===== src/rtl/mode_sequencer_pkg.sv =====
// ============================================================================
// mode_sequencer_pkg : shared widths, defaults and state encoding
// Rev 1.0
// ============================================================================
`default_nettype none

package mode_sequencer_pkg;

  localparam int MODE_W = 8;
  localparam int RECV_W = 58;
  localparam int ERR_W  = 64;
  localparam int TMR_W  = 32;

  localparam logic [MODE_W-1:0] IDLE_MODE_DEF = 8'd31;

  typedef enum logic [2:0] {
    S_IDLE    = 3'd0,
    S_APPLY   = 3'd1,
    S_SETTLE  = 3'd2,
    S_DWELL   = 3'd3,
    S_CAPTURE = 3'd4,
    S_REPORT  = 3'd5
  } state_t;

endpackage

`default_nettype wire


===== src/rtl/mode_sequencer_timer.sv =====
// ============================================================================
// seq_timer : loadable down-counter with zero flag, parks at zero
// Rev 1.0
// ============================================================================
`default_nettype none

module seq_timer
  import mode_sequencer_pkg::*;
#(
  parameter int W = TMR_W
) (
  input  logic         clk,
  input  logic         rst_n,
  input  logic         i_load,
  input  logic [W-1:0] i_load_val,
  output logic         o_zero
);

  logic [W-1:0] count_q;
  logic [W-1:0] count_d;

  always_comb begin
    count_d = count_q;
    if (i_load) begin
      count_d = i_load_val;
    end else if (count_q != '0) begin
      count_d = count_q - 1'b1;
    end
  end

  always_ff @(posedge clk or negedge rst_n) begin
    if (!rst_n) begin
      count_q <= '0;
    end else begin
      count_q <= count_d;
    end
  end

  assign o_zero = (count_q == '0);

endmodule

`default_nettype wire


===== src/rtl/mode_sequencer.sv =====
// ============================================================================
// mode_sequencer : sweeps MAIN_MODE over a range, clearing, settling and
//                  dwelling per mode, then reports counter snapshots
// Rev 1.0
// ============================================================================
`default_nettype none

module mode_sequencer
  import mode_sequencer_pkg::*;
#(
  parameter int                SETTLE_CYC = 1024,
  parameter int                CLR_CYC    = 4,
  parameter logic [MODE_W-1:0] IDLE_MODE  = IDLE_MODE_DEF
) (
  input  logic              CLK,
  input  logic              RSTX,
  input  logic              START,
  input  logic              ABORT,
  input  logic [MODE_W-1:0] FIRST_MODE,
  input  logic [MODE_W-1:0] LAST_MODE,
  input  logic [MODE_W-1:0] SUB_MODE_IN,
  input  logic [TMR_W-1:0]  DWELL,
  output logic [MODE_W-1:0] MAIN_MODE,
  output logic [MODE_W-1:0] SUB_MODE,
  output logic              CLR,
  input  logic [RECV_W-1:0] RECV_CNT,
  input  logic [ERR_W-1:0]  ERR_CNT,
  output logic              RES_VALID,
  input  logic              RES_READY,
  output logic [MODE_W-1:0] RES_MODE,
  output logic [RECV_W-1:0] RES_RECV,
  output logic [ERR_W-1:0]  RES_ERR,
  output logic              RES_FAIL,
  output logic              BUSY,
  output logic              DONE
);

  // Timer holds N-1 on phase entry so each phase lasts exactly N cycles.
  localparam logic [TMR_W-1:0] CLR_LOAD    = TMR_W'(CLR_CYC - 1);
  localparam logic [TMR_W-1:0] SETTLE_LOAD = TMR_W'(SETTLE_CYC - 1);

  state_t              state_q, state_d;
  logic [MODE_W-1:0]   cur_q, cur_d;
  logic [MODE_W-1:0]   last_q, last_d;
  logic [MODE_W-1:0]   sub_q, sub_d;
  logic [TMR_W-1:0]    dwell_q, dwell_d;
  logic [MODE_W-1:0]   main_q, main_d;
  logic                clr_q, clr_d;
  logic                res_valid_q, res_valid_d;
  logic [MODE_W-1:0]   res_mode_q, res_mode_d;
  logic [RECV_W-1:0]   res_recv_q, res_recv_d;
  logic [ERR_W-1:0]    res_err_q, res_err_d;
  logic                res_fail_q, res_fail_d;
  logic                busy_q, busy_d;
  logic                done_q, done_d;

  logic                tmr_load;
  logic [TMR_W-1:0]    tmr_val;
  logic                tmr_zero;

  seq_timer #(.W(TMR_W)) u_timer (
    .clk        (CLK),
    .rst_n      (RSTX),
    .i_load     (tmr_load),
    .i_load_val (tmr_val),
    .o_zero     (tmr_zero)
  );

  always_comb begin
    state_d     = state_q;
    cur_d       = cur_q;
    last_d      = last_q;
    sub_d       = sub_q;
    dwell_d     = dwell_q;
    res_valid_d = res_valid_q;
    res_mode_d  = res_mode_q;
    res_recv_d  = res_recv_q;
    res_err_d   = res_err_q;
    res_fail_d  = res_fail_q;
    done_d      = 1'b0;
    tmr_load    = 1'b0;
    tmr_val     = '0;

    if (ABORT) begin
      state_d     = S_IDLE;
      res_valid_d = 1'b0;
    end else begin
      case (state_q)
        S_IDLE: begin
          if (START) begin
            cur_d    = FIRST_MODE;
            last_d   = (FIRST_MODE > LAST_MODE) ? FIRST_MODE : LAST_MODE;
            sub_d    = SUB_MODE_IN;
            dwell_d  = (DWELL == '0) ? TMR_W'(1) : DWELL;
            state_d  = S_APPLY;
            tmr_load = 1'b1;
            tmr_val  = CLR_LOAD;
          end
        end
        S_APPLY: begin
          if (tmr_zero) begin
            state_d  = S_SETTLE;
            tmr_load = 1'b1;
            tmr_val  = SETTLE_LOAD;
          end
        end
        S_SETTLE: begin
          if (tmr_zero) begin
            state_d  = S_DWELL;
            tmr_load = 1'b1;
            tmr_val  = dwell_q - 1'b1;
          end
        end
        S_DWELL: begin
          if (tmr_zero) begin
            state_d = S_CAPTURE;
          end
        end
        S_CAPTURE: begin
          res_recv_d  = RECV_CNT;
          res_err_d   = ERR_CNT;
          res_mode_d  = cur_q;
          res_fail_d  = (ERR_CNT != '0) || (RECV_CNT == '0);
          res_valid_d = 1'b1;
          state_d     = S_REPORT;
        end
        S_REPORT: begin
          if (res_valid_q && RES_READY) begin
            res_valid_d = 1'b0;
            if (cur_q == last_q) begin
              done_d  = 1'b1;
              state_d = S_IDLE;
            end else begin
              cur_d    = cur_q + 1'b1;
              state_d  = S_APPLY;
              tmr_load = 1'b1;
              tmr_val  = CLR_LOAD;
            end
          end
        end
        default: begin
          state_d = S_IDLE;
        end
      endcase
    end

    // Drive outputs from the next state so they are registered yet aligned.
    clr_d  = (state_d == S_APPLY);
    busy_d = (state_d != S_IDLE);
    main_d = busy_d ? cur_d : IDLE_MODE;
  end

  always_ff @(posedge CLK or negedge RSTX) begin
    if (!RSTX) begin
      state_q     <= S_IDLE;
      cur_q       <= '0;
      last_q      <= '0;
      sub_q       <= '0;
      dwell_q     <= '0;
      main_q      <= IDLE_MODE;
      clr_q       <= 1'b0;
      res_valid_q <= 1'b0;
      res_mode_q  <= '0;
      res_recv_q  <= '0;
      res_err_q   <= '0;
      res_fail_q  <= 1'b0;
      busy_q      <= 1'b0;
      done_q      <= 1'b0;
    end else begin
      state_q     <= state_d;
      cur_q       <= cur_d;
      last_q      <= last_d;
      sub_q       <= sub_d;
      dwell_q     <= dwell_d;
      main_q      <= main_d;
      clr_q       <= clr_d;
      res_valid_q <= res_valid_d;
      res_mode_q  <= res_mode_d;
      res_recv_q  <= res_recv_d;
      res_err_q   <= res_err_d;
      res_fail_q  <= res_fail_d;
      busy_q      <= busy_d;
      done_q      <= done_d;
    end
  end

  assign MAIN_MODE = main_q;
  assign SUB_MODE  = sub_q;
  assign CLR       = clr_q;
  assign RES_VALID = res_valid_q;
  assign RES_MODE  = res_mode_q;
  assign RES_RECV  = res_recv_q;
  assign RES_ERR   = res_err_q;
  assign RES_FAIL  = res_fail_q;
  assign BUSY      = busy_q;
  assign DONE      = done_q;

endmodule

`default_nettype wire

===== config.mk =====
export PLATFORM = sky130hd
export DESIGN_NAME = mode_sequencer
export DESIGN_NICKNAME = d
export VERILOG_FILES = /design/src/rtl/mode_sequencer_pkg.sv /design/src/rtl/mode_sequencer_timer.sv /design/src/rtl/mode_sequencer.sv
export SDC_FILE = /design/constraint.sdc
export NUM_CORES = 1
export LEC_CHECK = 0
export ABC_AREA = 1
export BUFFER_PORTS_ARGS = -buffer_cell sky130_fd_sc_hd__buf_2
export CAP_MARGIN = 30
export CORE_UTILIZATION = 35
export DETAILED_ROUTE_END_ITERATION = 8
export PLACE_DENSITY = 0.6
export SKIP_LAST_GASP = 1
export SLEW_MARGIN = 0
export SYNTH_ARGS = -nofsm -noshare
export SYNTH_HDL_FRONTEND = slang
export SYNTH_HIERARCHICAL = 1
export SYNTH_SLANG_ARGS = --single-unit

===== constraint.sdc =====
create_clock -name CLK -period 3.2 [get_ports CLK]
set_input_delay 0 -clock CLK [delete_from_list [all_inputs] [get_ports CLK]]
set_output_delay 0 -clock CLK [all_outputs]
set_load 0.01 [all_outputs]

### Word-level counts from Yosys, hierarchy flattened

Cells that the tools add are included.

| word-level totals | value |
|---|---|
| register bits | 234 |
| latch bits | 0 |
| memory bits (writable) | 0 |
| memory bits (read-only) | 0 |
| input port bits | 183 |
| output and inout port bits | 151 |
| logic and storage cells | 81 |
| memories | 0 |

| cells by class | value |
|---|---|
| add/sub/neg operators | 3 |
| multipliers | 0 |
| div/mod/pow operators | 0 |
| magnitude comparators | 1 |
| equality and inequality tests | 8 |
| shift-type cells | 0 |
| multiplexer cells | 38 |
| bitwise logic cells | 1 |
| reduce and logical (&&, ||, !) cells | 15 |

Operator list:

| kind | count |
|---|---|
| 2-to-1 mux 32 bit | 5 |
| case mux 32 bit (4 select lines) | 1 |
| zero test 32 bit | 2 |
| nonzero test 64 bit | 1 |
| subtractor 32 x 1 -> 32 bit (second input constant) | 2 |
| zero test 58 bit | 1 |
| 2-to-1 mux 8 bit | 6 |
| nonzero test 32 bit | 1 |
| 2-to-1 mux 3 bit | 6 |
| case mux 3 bit (6 select lines) | 1 |
| case mux 8 bit (2 select lines) | 1 |
| 2-to-1 mux 1 bit | 12 |
| 2-to-1 mux 10 bit | 1 |
| adder 8 x 1 -> 8 bit (second input constant) | 1 |
| == test 8 bit | 1 |
| greater-than comparator 8 bit | 1 |
| == test 3 x 1 -> 1 bit (second input constant) | 2 |
| == test 3 x 2 -> 1 bit (second input constant) | 2 |
| == test 3 bit (second input constant) | 2 |
| 2-to-1 mux 2 bit | 3 |
| nonzero test 3 bit | 2 |
| AND reduction 2 bit | 2 |
| zero test 3 bit | 1 |
| != test 3 bit (second input constant) | 1 |
| 8 further kinds | 8 |

### Longest topological paths before layout

Gate-level depths: netlist of the first run.

| depth | value |
|---|---|
| depth in word-level cells | 7 |
| depth in mapped cells | 16 |
| depth with buffers taken out | 15 |

### By module

Netlist of the first run, hierarchy kept.

Modules (own cells, without submodules):

| module | times used | cells each | area an instance (um2) | seq. area each (um2) |
|---|---|---|---|---|
| mode_sequencer | 1 | 1252 | 9897.0 | 5061.1 |
| seq_timer | 1 | 333 | 2250.9 | 800.8 |

### Worst setup path after synthesis of the first run

No wires, ideal clock.

| timing path | value |
|---|---|
| kind | flip-flop to flip-flop |
| start | register u_timer.count_q[0] |
| end | register u_timer.count_q[29] |
| setup time | 0.119 ns |
| arrival | 2.831 ns |
| data required time | 3.081 ns |
| path slack | 0.250 ns |
| cell stages (with the launch flop) | 16 |
| path buffers | 2 |
| clock period less this slack | 2.950 ns |
| cells stage by stage | dfrtp_1 -> inv_1 -> ha_1 -> nand2_4 -> nor2_8 -> nand3_1 -> nor3_1 -> nand4_1 -> inv_1 -> nor2_1 -> a21oi_1 -> buf_2 -> inv_1 -> clkbuf_1 -> o21ai_1 -> nor2_2 |

| on the way | value |
|---|---|
| word-level cells in the longest chain between the ends | 5 |
| elaborated cells between the ends (all ways) | 12 |
| classes of those cells | 1 x add/sub; 8 x mux; 3 x reduce/logical |

RTL lines:

| what | line | text |
|---|---|---|
| start, declared | mode_sequencer_timer.sv:19 | `logic [W-1:0] count_q;` |
| start signal, assigned | mode_sequencer_timer.sv:35 | `count_q <= count_d;` |
| zero test 32 bit (*) | mode_sequencer_timer.sv:39 | `assign o_zero = (count_q == '0);` |
| via tmr_zero | mode_sequencer.sv:59 | `logic tmr_zero;` |
| 2-to-1 mux 1 bit (*) | mode_sequencer.sv:101, mode_sequencer.sv:108 |  |
| case mux 1 bit (3 select lines) (*) | mode_sequencer.sv:88 | `case (state_q)` |
| 2-to-1 mux 1 bit (*) | mode_sequencer.sv:84 | `if (ABORT) begin` |
| via tmr_load | mode_sequencer.sv:57 | `logic tmr_load;` |
| 2-to-1 mux 32 bit or nonzero test 2 bit (tied branches) | - |  |

Mark *: on every way through the listed nets, which the timed path passes. The rest lies on a longest branch. The select of a mux whose other input is x is not followed.
A chain may end at the register's enable or synchronous reset.

### Worst setup path after layout of the first run

| timing path | value |
|---|---|
| start | register u_timer.count_q[0] |
| end | register u_timer.count_q[31] |

Same word-level chain as after synthesis.

==> results of run 1 <==
layout make-up:
cell class                      count  share of cell area (%)
Timing Repair Buffer              527                    21.3
Multi-Input combinational cell   1107                    31.1
Sequential cell                   234                    34.4
Tap cell                          448                    3.29
Clock buffer                       41                    4.81
Inverter                          195                    4.33
Clock inverter                     10                   0.698
cell usage after synthesis, drive strengths merged:
master / n / share of area (%)
o21a: 3 / 0.19
nand3b: 2 / 0.12
clkinv: 2 / 0.062
clkbuf: 15 / 0.47
o311ai: 1 / 0.072
o2111ai: 1 / 0.072
nor3b: 1 / 0.062
a211oi: 1 / 0.10
nor3: 14 / 0.67
and3: 2 / 0.10
o21ai: 167 / 7.0
ha: 11 / 1.1
o2bb2ai: 1 / 0.12
or2: 4 / 0.21
dfstp: 5 / 1.1
o22ai: 1 / 0.052
a21oi: 29 / 1.3
xnor2: 16 / 1.2
dfrtp: 229 / 47
nand3: 47 / 2.1
nor4: 15 / 0.82
nor2: 171 / 6.8
a41oi: 1 / 0.072
and2: 3 / 0.15
nand4: 34 / 1.8
inv: 193 / 6.0
o21bai: 1 / 0.062
a31oi: 4 / 0.21
nand2: 561 / 18
buf: 34 / 1.7
xor2: 16 / 1.2
what timing repair did:
item	CTS	global route
hold buffers	183	0
hold endpoints to repair	297	0
gates resized for setup	0	0
final timing paths:
kind                                          from             endpoint  slack [ns]  cells past startpoint
worst max-delay path            u_timer/count_q[0]  u_timer/count_q[31]        0.32                     15
worst min-delay path                          RSTX            last_q[6]        0.05                      2
worst max register to register  u_timer/count_q[0]  u_timer/count_q[31]        0.32                     15
worst min register to register        RES_RECV[30]         RES_RECV[30]        0.46                      2
max in group asynchronous                     RSTX         RES_RECV[14]        2.19                      3
min in group CLK                    SUB_MODE_IN[3]          SUB_MODE[3]        0.20                      4
logic make-up (layout without fill, tap and decap cells):
| kind of cell | count (synthesis) | in the layout | share of synthesized area [%] |
|---|---|---|---|
| AOI/OAI and AO/OA | 210 | 210 | 9.24 |
| xor gates and xnor gates | 32 | 32 | 2.31 |
| adders and majority gates | 11 | 11 | 1.13 |
| buffers and inverters | 244 | 773 | 8.17 |
| DFF | 234 | 234 | 48.3 |
| and+or+nand+nor | 854 | 854 | 30.9 |
state kept, by name (all words and copies together) (netlist names), 32 cells and up:
signal / count
RES_RECV: 58
u_timer/count_q: 32
dwell_q: 32
RES_ERR: 64
power groups by stage:
stage	clock network [W]	registers (W)	logic [W]
2_1_floorplan	0	0.00389	0.00133
4_1_cts	0.00330	0.00381	0.00247
6_report	0.00322	0.00381	0.00248
5_1_grt	0.00342	0.00387	0.00276
3_3_place_gp	0	0.00384	0.00224
3_5_place_dp	0	0.00385	0.00226
worst max-delay path, delay by kind of cell (launching register included):
kind	cells	cell delay, ns
and+or+nand+nor	8	0.98
adders and majority gates	1	0.30
DFF	1	0.37
AOI/OAI and AO/OA	2	0.37
buffers and inverters	4	0.73
layout by cell type, fill, tap and decap left out, types with 25 or more instances in the layout:
| master | Yosys | final |
|---|---|---|
| dfrtp_1 | 229 | 229 |
| nand2_1 | 538 | 538 |
| a21oi_1 | 26 | 25 |
| inv_1 | 180 | 180 |
| nor2_1 | 144 | 143 |
| nand4_1 | 34 | 34 |
| dlygate4sd3_1 | 0 | 183 |
| nand3_1 | 43 | 43 |
| o21ai_1 | 32 | 32 |
| o21ai_0 | 133 | 133 |
| buf_2 | 27 | 332 |
| clkbuf_16 | 0 | 28 |
per-stage QoR:
stage,power [W],std cells
6_report,0.00951,2562
4_1_cts,0.00958,2562
3_5_place_dp,0.00611,2328
5_1_grt,0.0101,2562
3_3_place_gp,0.00608,2328
2_1_floorplan,0.00522,1585
metal layers:
| layer | part of all wire (%) | routed length (µm) | track usage, % | up-vias |
|---|---|---|---|---|
| met2 | 49 | 20100 | 40.2 | 378 |
| li1 | - | - | - | 5995 |
| met4 | 4.3 | 1760 | 9.77 | 0 |
| met3 | 5.6 | 2300 | 4.10 | 99 |
| met5 | 0 | 0 | 0 | - |
| met1 | 41 | 16700 | 27.5 | 5694 |
==> results.rst, run 1 <==
.. list-table::
   :header-rows: 1

   * - Metric
     - Value
   * - Cell at the root of the clock tree
     - clkbuf_16
   * - Fraction of the yosys area taken by sequential cells
     - 48.3%
   * - Area of the multi-input gates
     - 0.00531 mm²
   * - Via count
     - 12200
   * - Total negative setup slack
     - 0 ns
   * - Number of library cell types mapped by synthesis
     - 47
   * - DRT iter0 DRCs
     - 747
   * - Final period demand of the worst path
     - 2.88 ns
   * - DR pass1 iterations
     - 5
   * - Core Rows
     - 67
   * - Clock slew seen by the registers of the worst setup and hold paths
     - 0.06 ns
   * - CTS tree
     - done
   * - Synthesized netlist cell count
     - 1585
   * - Switching component of the power
     - 0.00317 W
   * - Htree depth
     - 1
   * - DRT antenna net count
     - 0
   * - Hold_ws
     - 0.0514 ns
   * - Startpoint types
     - flip-flop
   * - Element type at the critical path end
     - flip-flop
   * - Max-Cap Viols
     - 0
   * - Insertion delay of the later-clocked pin in the worst-skew pair
     - 0.55 ns
   * - Post-route clock skew
     - 0.0125 ns
   * - Portion of total power attributed to the clock network
     - 33.8%
   * - Crit path DAT
     - 3.31 ns
   * - Switching power share of the total
     - 33.4%
   * - Weighted congestion at the end of routability-driven global placement
     - 0.934
   * - Placement Cell Area
     - 0.0143 mm²
   * - Die extent in y
     - 188 µm
   * - Slew HR
     - 32.2%
   * - Unrepaired setup endpoints after global routing
     - false
   * - Reg area
     - 0.00586 mm²
   * - Global-route usage over all layers
     - 22.9%
   * - Final core area utilization
     - 50.3%
   * - Tcrit/Tclk final
     - 90.1%
   * - Slew at the pin with the worst max-slew slack
     - 1.02 ns
   * - Number of pins exceeding their max-slew limit in the final report
     - 0
   * - Avg Cell Area, Syn
     - 7.66 µm²
   * - Total Die Area
     - 0.0355 mm²
   * - Proportion of power drawn by flip-flops and latches
     - 40.1%
   * - Max Freq
     - 347 MHz
   * - Ant. Diodes
     - 0
   * - Setup slack after layout
     - 0.318 ns
   * - Internal power of the cells
     - 0.00633 W
   * - Proportion of power drawn by combinational gates
     - 26.0%
   * - Post-synthesis instance area
     - 0.0121 mm²
   * - Power density over the cells
     - 558 mW/mm²
   * - Final non-filler cell area
     - 0.0170 mm²
   * - Final-layout fill cell count
     - 3278
   * - Maximum vdd drop
     - 0.000423 V
   * - Setup bufs post-CTS
     - 0
   * - Inserted Clock Buffers
     - 28
   * - Final HPWL from detailed placement
     - 29800 µm
   * - Buffer levels on the longest clock path
     - 3
   * - Number of global-route vias before repair
     - 12300
   * - Vias per Instance
     - 4.75
   * - Fraction of layout instances using a drive strength above 1
     - 22.5%
   * - Crit path cell chain
     - inv_1 > ha_1 > nand2_4 > nor2_8 > nand3_1 > nor3_1 > buf_4 > nand4_1 > inv_1 > nor2_1 > a21oi_2 > buf_4 > a21oi_2 > nand2_1 > nand2_1
   * - Area delta synth->final
     - 40.2%
   * - Port buffer count
     - 333
   * - Crit path required time
     - 3.63 ns
   * - Wire length reported by the detailed router
     - 40800 µm
   * - DRC violation count after routing
     - 0
   * - Nets
     - 2287
   * - Remaining Overflow, GRT
     - 0
   * - Warnings from Yosys
     - 6
   * - Category of the critical setup timing path
     - flip-flop to flip-flop
   * - Final Hold Viols
     - 0
   * - Core Region
     - 0.0339 mm²
   * - Leakage
     - 9.13 nW
   * - Worst hold path type
     - primary input to async pin
   * - Top-Level Pins
     - 334
   * - Overall die width
     - 188 µm
   * - Seq cells post-synth
     - 234
   * - Post-place setup slack
     - 0.338 ns
   * - Largest net degree at the start of global routing
     - 116
   * - Wire length of the first global-routing pass
     - 64800 µm
   * - Worst-path fanout max
     - 34
   * - Slowest stage cell on the critical path
     - dfrtp_1
   * - Setup violations, final
     - 0
   * - Number of nets produced by synthesis
     - 1779
   * - Wire length per cell
     - 15.9 µm
   * - CTS Sinks
     - 234
   * - Run status
     - finished clean
   * - Number of antenna violations at the first check in global routing
     - 0
   * - Effective utilization at floorplan
     - 35.9%
   * - Longest individual stage delay on the worst path
     - 0.37 ns
Power figures use the tool's default switching activity.
==> run 2, diff against run 1 <==
Settings changed: MAX_ROUTING_LAYER set to met4.
==> results.rst, run 2 (synthesis gave the netlist of run 1 again) <==
.. list-table::
   :header-rows: 1

   * - Metric
     - Value
   * - Power density over the cells
     - 556 mW/mm²
   * - DRC violation count after routing
     - 0
   * - Final-layout fill cell count
     - 3267
   * - DRT iter0 DRCs
     - 609
   * - DR pass1 iterations
     - 7
   * - Maximum vdd drop
     - 0.000467 V
   * - Post-CTS sizing
     - 0
   * - Setup violations, final
     - 0
   * - Total Die Area
     - 0.0355 mm²
   * - Wire length per cell
     - 16.1 µm
   * - Final period demand of the worst path
     - 2.97 ns
   * - Leakage
     - 9.11 nW
   * - Run status
     - finished clean
   * - Htree depth
     - 1
   * - Insertion delay of the later-clocked pin in the worst-skew pair
     - 0.57 ns
   * - Worst R2R Path Depth
     - 15
   * - CTS tree
     - done
   * - Final core area utilization
     - 50.2%
   * - Port buffer count
     - 333
   * - Flip-flop count of the largest register after layout
     - 64
   * - Weighted congestion at the end of routability-driven global placement
     - 0.938
   * - Via count
     - 12300
   * - Element type at the critical path end
     - flip-flop
   * - Area delta synth->final
     - 39.9%
   * - Met1 routing resource usage after global routing
     - 28.5%
   * - Unrepaired setup endpoints after global routing
     - false
   * - Number of pins exceeding their max-slew limit in the final report
     - 0
   * - Vias per Instance
     - 4.81
   * - Largest net degree at the start of global routing
     - 90
   * - Total negative setup slack
     - 0 ns
   * - Startpoint types
     - flip-flop
   * - Cell at the root of the clock tree
     - clkbuf_16
   * - Remaining Overflow, GRT
     - 0
   * - CTS Sinks
     - 234
   * - Die extent in y
     - 188 µm
   * - Leading cell types in the layout, fill and taps excluded
     - nand2_1 (538), buf_2 (332), dfrtp_1 (229), dlygate4sd3_1 (183), inv_1 (180)
   * - Core Region
     - 0.0339 mm²
   * - Max Freq
     - 336 MHz
   * - Worst-path fanout max
     - 34
   * - Tcrit/Tclk final
     - 93.0%
   * - Top-Level Pins
     - 334
   * - Most common cell after layout, fill and taps aside
     - nand2_1
   * - GR Util met2
     - 40.8%
   * - Number of global-route vias before repair
     - 12200
   * - Buffer levels on the longest clock path
     - 3
   * - Final HPWL from detailed placement
     - 30000 µm
   * - Max-Cap Viols
     - 0
   * - Category of the critical setup timing path
     - flip-flop to flip-flop
   * - Global-route usage over all layers
     - 23.6%
   * - Worst hold path type
     - primary input to async pin
   * - Peak-usage layer in the global routing report
     - met2
   * - Inserted Clock Buffers
     - 28
   * - Effective utilization at floorplan
     - 35.9%
   * - DRT antenna net count
     - 0
   * - Crit path required time
     - 3.64 ns
   * - Slew HR
     - 49.6%
   * - Final Hold Viols
     - 0
   * - Fraction of layout instances using a drive strength above 1
     - 22.4%
   * - Slew at the pin with the worst max-slew slack
     - 0.756 ns
   * - Post-route clock skew
     - 0.0263 ns
   * - Wire length of the first global-routing pass
     - 64900 µm
   * - Wire length reported by the detailed router
     - 41200 µm
   * - Core Rows
     - 67
   * - GR Util met3
     - 3.07%
   * - Ant. Diodes
     - 0
   * - Nets
     - 2286
   * - Crit path DAT
     - 3.41 ns
   * - Number of antenna violations at the first check in global routing
     - 0
   * - Clock slew seen by the registers of the worst setup and hold paths
     - 0.06 ns
   * - Overall die width
     - 188 µm
## run 2: cell count changes in the layout (fill, tap and decap cells not counted), sizes merged
cell	change
clkbuf	+5
clkinv	-3
buf	-1
bufinv	-2
## run 2: critical path, stage by stage, from the launching register on
cell and delay (ns):
dfrtp_1 0.38, inv_1 0.11, ha_1 0.31, nand2_4 0.12, nor2_8 0.18, nand3_1 0.14
nor3_1 0.18, buf_4 0.19, nand4_1 0.16, inv_1 0.11, nor2_1 0.06, a21oi_2 0.16
buf_4 0.38, a21oi_2 0.22, nand2_1 0.12, nand2_1 0.05
## run 2: path summary, 6_finish.rpt
kind | start | endpoint | slack, ns
max in group asynchronous | RSTX | RES_ERR[34] | 2.15
min in group CLK | SUB_MODE_IN[5] | SUB_MODE[5] | 0.17
worst min register to register | RES_RECV[31] | RES_RECV[31] | 0.46
worst max register to register | u_timer/count_q[0] | u_timer/count_q[20] | 0.23
worst max-delay path | u_timer/count_q[0] | u_timer/count_q[20] | 0.23
worst min-delay path | RSTX | last_q[6] | 0.05
## run 2: layout make-up
class | instances | area, µm² | area share, %
Sequential cell | 234 | 5860 | 34.5
Tap cell | 448 | 561 | 3.30
Inverter | 195 | 737 | 4.34
Multi-Input combinational cell | 1107 | 5310 | 31.2
Clock inverter | 5 | 57.6 | 0.339
Timing Repair Buffer | 526 | 3610 | 21.2
Clock buffer | 46 | 868 | 5.11
## run 2: where the power goes
part | internal [W] | total (W) | switching, W
combinational | 0.000981 | 0.00249 | 0.00151
sequential | 0.00342 | 0.00381 | 0.000386
clock | 0.00185 | 0.00316 | 0.00131
## run 2: layer usage
metal | share of wire, % | wire length, µm
met5 | 0 | 0
met2 | 50 | 20700
met4 | 3.3 | 1350
met1 | 42 | 17100
met3 | 5.0 | 2040
## run 2: per-stage QoR
| step | total power [W] | instance area, µm² | worst slack, ns | instances | hold slack [ns] |
|---|---|---|---|---|---|
| floorplan | 0.00522 | 12100 | 0.250 | 1585 | -0.296 |
| global placement | 0.00608 | 14200 | 0.388 | 2327 | 0.0787 |
| detailed placement | 0.00612 | 14200 | 0.261 | 2327 | 0.0781 |
| CTS | 0.00952 | 17000 | 0.251 | 2561 | 0.0883 |
| global route | 0.00998 | 17000 | 0.0296 | 2561 | 0.107 |
| finish | 0.00946 | 17000 | 0.225 | 2561 | 0.0474 |
## run 2: timing repair
item	4_1_cts	5_1_grt
endpoints found under the setup margin	0	0
setup buffers	0	0
hold endpoints to repair	276	0
hold buffers	183	0
==> run 3, diff against run 2 <==
Settings changed: CAP_MARGIN 30 to unset, CORE_MARGIN set to 10.
==> results.rst, run 3 (synthesis gave the netlist of run 1 again) <==
.. list-table::
   :header-rows: 1

   * - Metric
     - Value
   * - Startpoint types
     - flip-flop
   * - Top-Level Pins
     - 334
   * - Final period demand of the worst path
     - 2.90 ns
   * - Total negative setup slack
     - 0 ns
   * - Post-place setup slack
     - 0.310 ns
   * - Switching power share of the total
     - 33.6%
   * - Post-route clock skew
     - 0.0273 ns
   * - Cell at the root of the clock tree
     - clkbuf_16
   * - Final-layout fill cell count
     - 3243
   * - DRT antenna net count
     - 0
   * - Number of antenna violations at the first check in global routing
     - 6
   * - Wire length per cell
     - 17.8 µm
   * - Via count
     - 12200
   * - Nets
     - 2290
   * - Portion of total power attributed to the clock network
     - 35.1%
   * - Element type at the critical path end
     - flip-flop
   * - Crit path DAT
     - 3.34 ns
   * - Hold_ws
     - 0.00979 ns
   * - Switching component of the power
     - 0.00329 W
   * - Fraction of layout instances using a drive strength above 1
     - 22.8%
   * - Effective utilization at floorplan
     - 35.3%
   * - Max-Cap Viols
     - 0
   * - Vias per Instance
     - 4.73
   * - Global-route usage over all layers
     - 21.9%
   * - Die extent in y
     - 206 µm
   * - Weighted congestion at the end of routability-driven global placement
     - 0.935
   * - Crit path required time
     - 3.64 ns
   * - Area of the multi-input gates
     - 0.00531 mm²
   * - Setup violations, final
     - 0
   * - Overall die width
     - 206 µm
   * - Htree depth
     - 1
   * - Wire length of the first global-routing pass
     - 71600 µm
   * - DR pass1 iterations
     - 5
   * - Worst hold path type
     - primary input to async pin
   * - Area delta synth->final
     - 41.1%
   * - Post-CTS sizing
     - 0
   * - Most common cell after layout, fill and taps aside
     - nand2_1
   * - Leakage
     - 9.19 nW
   * - Total Die Area
     - 0.0426 mm²
   * - Port buffer count
     - 333
   * - Flop-to-flop setup slack
     - 0.30 ns
   * - Number of global-route vias before repair
     - 12700
   * - Internal power of the cells
     - 0.00648 W
   * - Reg area
     - 0.00586 mm²
   * - Max Freq
     - 344 MHz
   * - DRT iter0 DRCs
     - 668
   * - Slew HR
     - 53.8%
   * - Wire length reported by the detailed router
     - 45800 µm
   * - Unrepaired setup endpoints after global routing
     - false
   * - Remaining Overflow, GRT
     - 0
   * - CTS Sinks
     - 234
   * - DRC violation count after routing
     - 0
   * - Category of the critical setup timing path
     - flip-flop to flip-flop
   * - Leading cell types in the layout, fill and taps excluded
     - nand2_1 (538), buf_2 (332), dfrtp_1 (229), dlygate4sd3_1 (184), inv_1 (180)
   * - Worst R2R Path Depth
     - 15
   * - Proportion of power drawn by flip-flops and latches
     - 39.1%
   * - Core Rows
     - 68
   * - Critical register-to-register path endpoint
     - u_timer/count_q[31]
   * - Final Hold Viols
     - 0
   * - Final HPWL from detailed placement
     - 34000 µm
   * - CTS tree
     - done
   * - Flip-flop count of the largest register after layout
     - 64
   * - Tcrit/Tclk final
     - 90.8%
   * - Power density over the cells
     - 570 mW/mm²
   * - Run status
     - finished clean
   * - Largest net degree at the start of global routing
     - 89
   * - Maximum vdd drop
     - 0.000339 V
   * - Proportion of power drawn by combinational gates
     - 25.7%
   * - Setup bufs post-CTS
     - 0
   * - Slew at the pin with the worst max-slew slack
     - 0.692 ns
   * - Count of hold buffers inserted by post-cts repair
     - 184
   * - Setup slack after layout
     - 0.296 ns
   * - Worst-path fanout max
     - 34
   * - Insertion delay of the later-clocked pin in the worst-skew pair
     - 0.57 ns
   * - Buffer levels on the longest clock path
     - 3
   * - Clock slew seen by the registers of the worst setup and hold paths
     - 0.06 ns
   * - Number of pins exceeding their max-slew limit in the final report
     - 0
   * - Critical R2R Launch
     - u_timer/count_q[0]
   * - Core Region
     - 0.0344 mm²
   * - Inserted Clock Buffers
     - 28
run 3: layer usage:
metal  share of wire, %  global-route usage, %
met2                 50                   37.3
met5                  0                      -
met4                3.5                   8.00
met1                 41                   25.3
met3                5.5                   4.23
run 3: power by group through the flow:
| stage | Clock (W) | Sequential [W] | Combinational (W) |
|---|---|---|---|
| 3_3_place_gp | 0 | 0.00385 | 0.00228 |
| 2_1_floorplan | 0 | 0.00389 | 0.00133 |
| 3_5_place_dp | 0 | 0.00386 | 0.00230 |
| 4_1_cts | 0.00351 | 0.00382 | 0.00251 |
| 5_1_grt | 0.00364 | 0.00388 | 0.00282 |
| 6_report | 0.00343 | 0.00382 | 0.00251 |
run 3: metrics by stage:
stage                     power [W]  instance area (µm²)  util (%)  std cells
after floorplan             0.00522                12100         -       1585
after global placement      0.00612                14300      41.6       2337
after detailed placement    0.00615                14300      41.6       2337
after CTS                   0.00983                17100      49.8       2572
after global routing         0.0103                17100      49.9       2578
final                       0.00977                17100      49.9       2578
run 3: worst max path at each step:
stage          cells after the start  slack, ns                from                   to
4_1_cts                           15       0.28  u_timer/count_q[0]  u_timer/count_q[31]
2_1_floorplan                     15       0.25  u_timer/count_q[0]  u_timer/count_q[29]
6_report                          15       0.30  u_timer/count_q[0]  u_timer/count_q[31]
5_1_grt                           15       0.01  u_timer/count_q[0]  u_timer/count_q[30]
3_3_place_gp                      15       0.36  u_timer/count_q[0]  u_timer/count_q[31]
3_5_place_dp                      15       0.31  u_timer/count_q[0]  u_timer/count_q[20]
run 3: critical path, stage by stage (launching register included):
cell and delay, ns:
dfrtp_1 0.37, inv_1 0.12, ha_1 0.29, nand2_4 0.11, nor2_8 0.17, nand3_1 0.15, nor3_1 0.17, buf_4 0.19
nand4_1 0.14, inv_1 0.11, nor2_1 0.06, a21oi_2 0.15, buf_4 0.36, a21oi_2 0.22, nand2_1 0.13, nand2_1 0.05
run 3: layout make-up:
type	instances	share of cell area, %
multi-input cells	1107	31.0
clock buffers	36	4.61
inverters	195	4.30
diodes	6	0.0876
well taps	455	3.32
clock inverters	15	1.20
flip-flops and latches	234	34.2
repair buffers	530	21.3
